$ cat config.mk
export PLATFORM = sky130hd
export DESIGN_NAME = operand_issue_stage
export DESIGN_NICKNAME = d
export VERILOG_FILES = /design/src/rtl/operand_issue_stage_pkg.sv /design/src/rtl/operand_bypass_mux.sv /design/src/rtl/operand_issue_stage.sv
export SDC_FILE = /design/constraint.sdc
export NUM_CORES = 1
export LEC_CHECK = 0
export ABC_AREA = 0
export BUFFER_PORTS_ARGS = -buffer_cell sky130_fd_sc_hd__buf_2
export CORE_AREA = 5 5 199 201
export DETAILED_ROUTE_END_ITERATION = 10
export DIE_AREA = 0 0 204 206
export PLACE_DENSITY = 0.48
export SLEW_MARGIN = 20
export SYNTH_ARGS = -nofsm -noshare
export SYNTH_HDL_FRONTEND = slang
export SYNTH_SLANG_ARGS = --single-unit
$ cat constraint.sdc
create_clock -name clk -period 3.01 [get_ports clk]
set_input_delay 0.4515 -clock clk [delete_from_list [all_inputs] [get_ports clk]]
set_output_delay 0.4515 -clock clk [all_outputs]
set_load 0.02 [all_outputs]
$ cat src/rtl/operand_issue_stage_pkg.sv
// Shared CPU defaults for the operand issue stage: datapath widths and the
// layout of the opaque control payload carried alongside each instruction.
package operand_issue_stage_pkg;

   localparam int XLEN_DEF    = 32;
   localparam int RA_W_DEF    = 5;
   localparam int CNT_W_DEF   = 16;
   localparam int NUM_BYP_DEF = 3;

   // Control payload layout. The issue stage never looks inside it; the
   // later stages decode these fields.
   typedef struct packed {
      logic [7:0]  fu_op;    // functional-unit opcode
      logic [4:0]  rd;       // destination register
      logic        rd_we;    // destination write enable
      logic [3:0]  mem_op;   // load/store kind
      logic [15:0] exc;      // exception code / flags
      logic [29:0] rsvd;     // reserved for future control bits
   } payload_t;

   localparam int PAY_W_DEF = $bits(payload_t);

endpackage

$ cat src/rtl/operand_bypass_mux.sv
// Resolves one register operand against the bypass network: the youngest
// (lowest-index) matching producer wins, an unready match stalls, and no
// match falls back to the register file. Register 0 is hard-wired to zero.
module operand_bypass_mux #(
   parameter int NUM_BYP = 3,
   parameter int XLEN    = 32,
   parameter int RA_W    = 5
) (
   input  logic [RA_W-1:0]         rs_i,
   input  logic [XLEN-1:0]         rf_rdata_i,
   input  logic [NUM_BYP-1:0]      byp_we_i,
   input  logic [NUM_BYP*RA_W-1:0] byp_addr_i,
   input  logic [NUM_BYP-1:0]      byp_rdy_i,
   input  logic [NUM_BYP*XLEN-1:0] byp_data_i,
   output logic [XLEN-1:0]         operand_o,
   output logic                    ok_o
);

   logic hit;

   // Priority search over bypass sources, youngest first.
   always_comb begin
      // NOTE: every output gets a default before any branch so no path leaves
      // a value unassigned, which would otherwise infer a latch.
      operand_o = rf_rdata_i;
      ok_o      = 1'b1;
      hit       = 1'b0;
      if (rs_i == '0) begin
         operand_o = '0;
      end else begin
         for (int i = 0; i < NUM_BYP; i++) begin
            if (!hit && byp_we_i[i] && (byp_addr_i[i*RA_W +: RA_W] == rs_i)) begin
               hit = 1'b1;
               if (byp_rdy_i[i]) begin
                  operand_o = byp_data_i[i*XLEN +: XLEN];
                  ok_o      = 1'b1;
               end else begin
                  operand_o = '0;
                  ok_o      = 1'b0;
               end
            end
         end
      end
   end

endmodule

$ cat src/rtl/operand_issue_stage.sv
// Single-entry operand issue stage. Holds one instruction, resolves its
// register operands every cycle from the bypass network / register file and
// hands it on once both operands are available.
module operand_issue_stage
   import operand_issue_stage_pkg::*;
#(
   parameter int XLEN    = XLEN_DEF,
   parameter int NUM_BYP = NUM_BYP_DEF,
   parameter int RA_W    = RA_W_DEF,
   parameter int PAY_W   = PAY_W_DEF,
   parameter int CNT_W   = CNT_W_DEF
) (
   input  logic                    clk,
   input  logic                    reset,
   input  logic                    in_valid,
   output logic                    in_allow,
   input  logic [RA_W-1:0]         in_rs1,
   input  logic [RA_W-1:0]         in_rs2,
   input  logic                    in_use_rs1,
   input  logic                    in_use_rs2,
   input  logic [XLEN-1:0]         in_pc,
   input  logic [XLEN-1:0]         in_imm,
   input  logic [PAY_W-1:0]        in_payload,
   output logic [RA_W-1:0]         rf_raddr1,
   output logic [RA_W-1:0]         rf_raddr2,
   input  logic [XLEN-1:0]         rf_rdata1,
   input  logic [XLEN-1:0]         rf_rdata2,
   input  logic [NUM_BYP-1:0]      byp_we,
   input  logic [NUM_BYP*RA_W-1:0] byp_addr,
   input  logic [NUM_BYP-1:0]      byp_rdy,
   input  logic [NUM_BYP*XLEN-1:0] byp_data,
   input  logic                    flush,
   output logic                    out_valid,
   input  logic                    out_allow,
   output logic [XLEN-1:0]         out_src1,
   output logic [XLEN-1:0]         out_src2,
   output logic [XLEN-1:0]         out_pc,
   output logic [PAY_W-1:0]        out_payload,
   output logic [CNT_W-1:0]        stall_cnt
);

   typedef struct packed {
      logic [RA_W-1:0]  rs1;
      logic [RA_W-1:0]  rs2;
      logic             use_rs1;
      logic             use_rs2;
      logic [XLEN-1:0]  pc;
      logic [XLEN-1:0]  imm;
      logic [PAY_W-1:0] payload;
   } entry_t;

   logic             valid_q, valid_d;
   entry_t           entry_q, entry_d;
   logic [CNT_W-1:0] stall_q, stall_d;

   logic [XLEN-1:0]  reg_src1, reg_src2;
   logic             reg_ok1, reg_ok2;
   logic             ready_go;

   assign rf_raddr1 = entry_q.rs1;
   assign rf_raddr2 = entry_q.rs2;

   operand_bypass_mux #(.NUM_BYP(NUM_BYP), .XLEN(XLEN), .RA_W(RA_W)) u_mux_src1 (
      .rs_i       (entry_q.rs1),
      .rf_rdata_i (rf_rdata1),
      .byp_we_i   (byp_we),
      .byp_addr_i (byp_addr),
      .byp_rdy_i  (byp_rdy),
      .byp_data_i (byp_data),
      .operand_o  (reg_src1),
      .ok_o       (reg_ok1)
   );

   operand_bypass_mux #(.NUM_BYP(NUM_BYP), .XLEN(XLEN), .RA_W(RA_W)) u_mux_src2 (
      .rs_i       (entry_q.rs2),
      .rf_rdata_i (rf_rdata2),
      .byp_we_i   (byp_we),
      .byp_addr_i (byp_addr),
      .byp_rdy_i  (byp_rdy),
      .byp_data_i (byp_data),
      .operand_o  (reg_src2),
      .ok_o       (reg_ok2)
   );

   // Operands are resolved live, so a stalled entry picks up late bypass data.
   always_comb begin
      ready_go    = (!entry_q.use_rs1 || reg_ok1) && (!entry_q.use_rs2 || reg_ok2);
      out_valid   = valid_q && ready_go && !flush;
      in_allow    = !valid_q || (ready_go && out_allow);
      out_src1    = entry_q.use_rs1 ? reg_src1 : entry_q.pc;
      out_src2    = entry_q.use_rs2 ? reg_src2 : entry_q.imm;
      out_pc      = entry_q.pc;
      out_payload = entry_q.payload;
      stall_cnt   = stall_q;
   end

   // Next-state: flush drops both the held and the incoming entry; otherwise
   // the slot refills whenever it is free or being handed off.
   always_comb begin
      valid_d = valid_q;
      entry_d = entry_q;
      stall_d = stall_q;
      if (flush) begin
         valid_d = 1'b0;
      end else if (in_allow) begin
         valid_d = in_valid;
         if (in_valid) begin
            entry_d.rs1     = in_rs1;
            entry_d.rs2     = in_rs2;
            entry_d.use_rs1 = in_use_rs1;
            entry_d.use_rs2 = in_use_rs2;
            entry_d.pc      = in_pc;
            entry_d.imm     = in_imm;
            entry_d.payload = in_payload;
         end
      end
      if (valid_q && !ready_go && !flush && (stall_q != '1)) begin
         stall_d = stall_q + CNT_W'(1);
      end
   end

   // State registers; reset outranks flush and capture.
   always_ff @(posedge clk) begin
      // NOTE: sequential state uses non-blocking assignment so every register
      // samples the pre-edge values, independent of statement order.
      if (reset) begin
         valid_q <= 1'b0;
         entry_q <= '0;
         stall_q <= '0;
      end else begin
         valid_q <= valid_d;
         entry_q <= entry_d;
         stall_q <= stall_d;
      end
   end

endmodule
## After elaboration in Yosys (flattened, before gate mapping)

Cells that the tools add are included.

| cells by class | value |
|---|---|
| reduce and logical (&&, ||, !) cells | 33 |
| add/sub/neg operators | 1 |
| mux-type cells | 32 |
| equal/unequal tests | 7 |
| bitwise operators | 1 |

Operators with widths:

| kind | count |
|---|---|
| 2-to-1 mux 32 bit | 13 |
| equality test 5 bit | 6 |
| 2-to-1 mux 1 bit | 19 |
| logical AND 1 bit | 17 |
| adder 16 x 1 -> 16 bit (second input constant) | 1 |
| inequality test 16 bit (second input constant) | 1 |
| zero test 5 bit | 2 |
| zero test 1 bit | 9 |
| logical OR 1 bit | 3 |
| AND reduction 3 bit | 1 |
| OR reduction 2 bit | 1 |
| inverter 1 bit | 1 |

| word-level totals | value |
|---|---|
| output and inout bits | 188 |
| input bits | 326 |
| register bits | 157 |

## Logic depth before layout (Yosys ltp)

| logic depth | value |
|---|---|
| depth in word-level cells | 20 |
| gate-level depth with buffers | 13 |
| depth with buffers taken out | 8 |

## Hierarchy

From an unflattened synthesis, not the netlist that was laid out.

| second synthesis, totals | value |
|---|---|
| cell total of the unflattened synthesis | 1691 |
| area, all modules | 12160.4 sq um |

Modules (own cells, without submodules):

| module | area each (sq um) | times used | cells an instance | seq. area each (sq um) |
|---|---|---|---|---|
| operand_issue_stage | 7943.9 | 1 | 925 | 3143.0 |
| operand_bypass_mux | 2108.3 | 2 | 383 | 0.0 |

## Least setup slack after synthesis

Ideal clock, no wire load.

| path | value |
|---|---|
| path kind | reg2out |
| start point | register entry_q (netlist bit rf_raddr2[3]) |
| end point | output port out_src2[10] |
| data arrival time | 2514 ps |
| data required time | 2558 ps |
| setup slack | 44 ps |
| cell stages (with the launch flop) | 10 |
| path through | dfxtp_1 -> clkbuf_1 -> xnor2_1 -> nand2_1 -> or3_1 -> clkbuf_1 -> nand2_1 -> clkbuf_1 -> a211oi_1 -> o41ai_1 |

| between the ends | value |
|---|---|
| word-level cells in the longest chain between the ends | 15 |

RTL lines:

| what | RTL line | RTL |
|---|---|---|
| from (decl) | operand_issue_stage.sv:53 | `entry_t entry_q, entry_d;` |
| from (signal assigned) | operand_issue_stage.sv:132 | `entry_q <= entry_d;` |
| equality test 5 bit | operand_bypass_mux.sv:32 | `if (!hit && byp_we_i[i] && (byp_addr_i[i*RA_W +: RA_W] == rs_i)) begin` |
| logical AND 1 bit | operand_bypass_mux.sv:32 |  |
| 2-to-1 mux 1 bit | operand_bypass_mux.sv:32 |  |
| 2-to-1 mux 1 bit | operand_bypass_mux.sv:28 | `if (rs_i == '0) begin` |
| zero test 1 bit | operand_bypass_mux.sv:32 |  |
| logical AND 1 bit (2 in series) | operand_bypass_mux.sv:32 |  |
| 2-to-1 mux 1 bit | operand_bypass_mux.sv:32 |  |
| 2-to-1 mux 1 bit | operand_bypass_mux.sv:28 |  |
| zero test 1 bit | operand_bypass_mux.sv:32 |  |
| logical AND 1 bit (2 in series) | operand_bypass_mux.sv:32 |  |
| 2-to-1 mux 32 bit | operand_bypass_mux.sv:32 |  |
| 2-to-1 mux 32 bit * | operand_bypass_mux.sv:28 |  |
| 2-to-1 mux 32 bit * | operand_issue_stage.sv:91 | `out_src2 = entry_q.use_rs2 ? reg_src2 : entry_q.imm;` |
| to (decl) | operand_issue_stage.sv:36 | `output logic [XLEN-1:0] out_src2,` |

Mark *: on every way between the ends. The rest lies on a longest branch, timed or not. The select of a mux whose other input is x is not followed.

## Worst setup path in the final report

| path | value |
|---|---|
| start point | register entry_q (netlist bit rf_raddr2[2]) |
| end point | output port out_src2[28] |

The elaborated chain is that of the path after synthesis.

==> summary.md <==
| Metric | Value |
|---|---|
| Outcome | `finished with violations` |
| Failing checks | `negative setup slack` |
| Comb pwr share | `25.6%` |
| Critical path startpoint category | `flop` |
| Fin. max-slew vios | `0` |
| Total of max-cap violations | `0` |
| Die width | `204 µm` |
| Initial antenna violation count | `21` |
| First-pass GRT wire length | `68.7 mm` |
| Synth Flop Type | `dfxtp_1` |
| Clock latency on the worst-skew pair | `440 ps` |
| Gr ovfl total | `0` |
| TritonCTS clock tree | `built` |
| Die Ht | `about 210 µm` |
| Final setup margin | `-194 ps` |
| Placed Instances | `2124` |
| Mapped Nets | `1553` |
| Tcrit/Tclk final | `106%` |
| RSZ-0062 raised after global routing | `yes` |
| EDFF count, synth | `0` |
| Global placer's final weighted congestion | `around 0.91` |
| Largest fanout on the critical path | `24` |
| Post-DP HPWL | `36.4 mm` |
| Clk pin slew, worst setup/hold paths | `around 70 ps` |
| Switching part of the total | `a little under a third` |
| Hold Buf Count CTS | `0` |
| Total GRT Usage | `21.6%` |
| Row count | `approximately 70` |
| Min-delay worst type | `input pin to flop` |
| Clock share of power | `a little under two fifths` |
| Worst path required time | `2560 ps` |
| Syn_area_per_cell | `~8 µm²` |
| Power Density | `391 mW/mm²` |
| Fraction of layout instances using a drive strength above 1 | `between 40% and 50%` |
| Peak supply drop | `between 0.3 and 0.4 mV` |
| Vias in the first global route | `between 10000 and 15000` |
| Synth cell types | `50` |
| Clk sinks | `157` |
| FF+latch count, synth | `157` |
| Synth Warn # | `0` |
| WP data arrival | `about 2800 ps` |
| Crit path kind | `flop to output port` |
| Seq pwr share | `36.3%` |
| Vias | `11107` |
| Max Clock Freq | `approximately 310 MHz` |
| Final hold vios | `0` |
| Rel. slew slack | `63.4%` |
| Clk Tree Root Cell | `clkbuf_16` |
| Initial Utilization | `26.1%` |
| Fin cells | `2244` |
| P_int | `4280 µW` |
| Hold path cells | `3` |
| DR DRC count | `0` |
| CP endpoint kind | `output port` |
| Most common cell after layout, fill and taps aside | `buf_2` |
| First DRT Iteration DRCs | `611` |
| Synth top area cells | `dfxtp_1 (32%), mux2i_1 (14%), buf_4 (8.5%)` |
| H-tree Lvls | `4` |
| Top cell type's share of synthesized area | `32.3%` |
| Ports | `roughly 510` |
| Port Buffers | `between 500 and 600` |
| Clk_skew | `11.8 ps` |
| Die Footprint | `0.0420 mm²` |
| Avg Vias per Cell | `4.95` |
| Leak | `0.00716 µW` |
| Synth Instances | `1226` |
| P&R area growth vs syn | `61.8%` |
| Post-synthesis cell area | `0.00974 mm²` |
| Switching pwr | `1890 µW` |
| Core area | `0.0374 mm²` |
| Share of flip-flops with an asynchronous set or reset | `0%` |
| Num CTS Buffers | `17` |
| Drt total wl | `53.2 mm` |
| TritonRoute pass-1 iters | `5` |
| Routed WL per cell | `between 20 and 25 µm` |
| Most frequent cells in the layout | `buf_2 (450), nor2_1 (175), dfxtp_1 (146)` |
| Fillers | `roughly 3800` |
| Pre-CTS WS | `-307 ps` |
| Sequential area share after synthesis | `32.3%` |
| Final antenna-violating net count | `0` |
| Leading area contributor after synthesis | `dfxtp_1` |
| Worst-Margin Slew | `549 ps` |
| Period minus WS final | `3200 ps` |
| Clock tree buffer depth | `2` |
| R2R cell count | `13` |
| Largest net degree at the start of global routing | `between 70 and 80` |
| Nets@finish | `a little over 2000` |
| Final-report setup violation count | `45` |
## kinds of logic after synthesis
group	synth area share [%]
adder cells (fa/ha/maj)	0.128
buffers and inverters	14.9
multiplexers	14.6
AND/OR/NAND/NOR	16.1
XOR/XNOR	3.42
flip-flops	32.3
AO/OA/AOI/OAI	18.6
## sequential cells by signal, summed over array words and instances, names as in the netlist
name	cells
rf_raddr1	5
out_payload	64
stall_cnt	16
entry_q	34
rf_raddr2	5
out_pc	32
valid_q	1
## area by class of cell
| cell class | count | area [µm²] | area share [%] |
|---|---|---|---|
| inverters | 48 | 180 | 1.14 |
| flip-flops and latches | 157 | 3180 | 20.1 |
| clock inverters | 8 | 130 | 0.825 |
| clock buffers | 24 | 482 | 3.06 |
| well taps | 511 | 639 | 4.06 |
| diodes | 14 | 35.0 | 0.222 |
| repair buffers | 667 | 4910 | 31.2 |
| multi-input cells | 815 | 6210 | 39.4 |
## per-stage QoR
| step | utilization (%) | hold WS (ps) | area [µm²] | total power [µW] | TNS, ps |
|---|---|---|---|---|---|
| 3_3_place_gp | 33.5 | 467 | 12500 | 3520 | -9600 |
| 5_1_grt | 42.1 | 215 | 15800 | 6420 | -22030 |
| 3_5_place_dp | 33.5 | 479 | 12500 | 3520 | -6630 |
| 2_1_floorplan | - | 460 | 9740 | 3010 | 0 |
| 6_report | 42.2 | 236 | 15800 | 6170 | -3750 |
| 4_1_cts | 37.6 | 205 | 14100 | 6020 | -6140 |
## power groups by stage
stage / clock [µW] / sequential, µW / combinational (µW)
finish: 2350 / 2240 / 1580
global route: 2490 / 2250 / 1680
CTS: 2420 / 2240 / 1350
floorplan: 0 / 2260 / 746
detailed placement: 0 / 2280 / 1240
global placement: 0 / 2280 / 1230
## critical path, stage by stage (launching register included)
cell and delay, ps:
dfxtp_4 370, buf_4 150, xnor2_2 140, nand4_1 170, or2_4 360, buf_12 150
buf_12 150, a21oi_2 130, a311oi_2 70, a31oi_2 280, o22ai_1 140, buf_4 190
## cells in the mapped netlist, types with 2 or more instances
master / count
nand3_1: 22
o21ai_1: 26
a21oi_1: 91
o41ai_1: 22
mux2i_1: 141
buf_1: 4
dfxtp_1: 157
nor3b_1: 3
a221oi_1: 30
nor2_1: 181
nor3_1: 8
buf_2: 4
and3_1: 9
clkbuf_1: 77
a31o_1: 2
or3_1: 3
a211oi_1: 23
inv_1: 48
xnor2_1: 31
buf_6: 11
a31oi_1: 11
buf_4: 110
a311oi_1: 11
xor2_1: 7
o22ai_1: 41
nand2_1: 78
a21o_1: 2
and2_1: 4
o21ai_0: 9
or4_1: 2
nand2b_1: 34
nor2b_1: 3
nand4_1: 4
## routing by layer
metal	track usage (%)	vias up	wire length, µm
met2	37.3	576	26500
met1	24.9	5255	20100
met5	0	-	103
met3	7.52	111	4710
li1	-	5149	-
met4	8.04	16	1820
## repair_timing
action                     4_1_cts  5_1_grt
buffers inserted                14       37
gates resized for setup        171      164
pin swaps                       50       65
gates cloned                     3       25
setup endpoints to repair      112      201
## worst paths after layout
check | from | to | slack, ps
worst max-delay path | rf_raddr2[2] | out_src2[28] | -190
worst min-delay path | in_payload[25] | out_payload[25] | 240
worst max register to register | rf_raddr2[0] | entry_q[128] | 0
worst min register to register | out_payload[35] | out_payload[35] | 490
(Power assumes the default switching activity.)
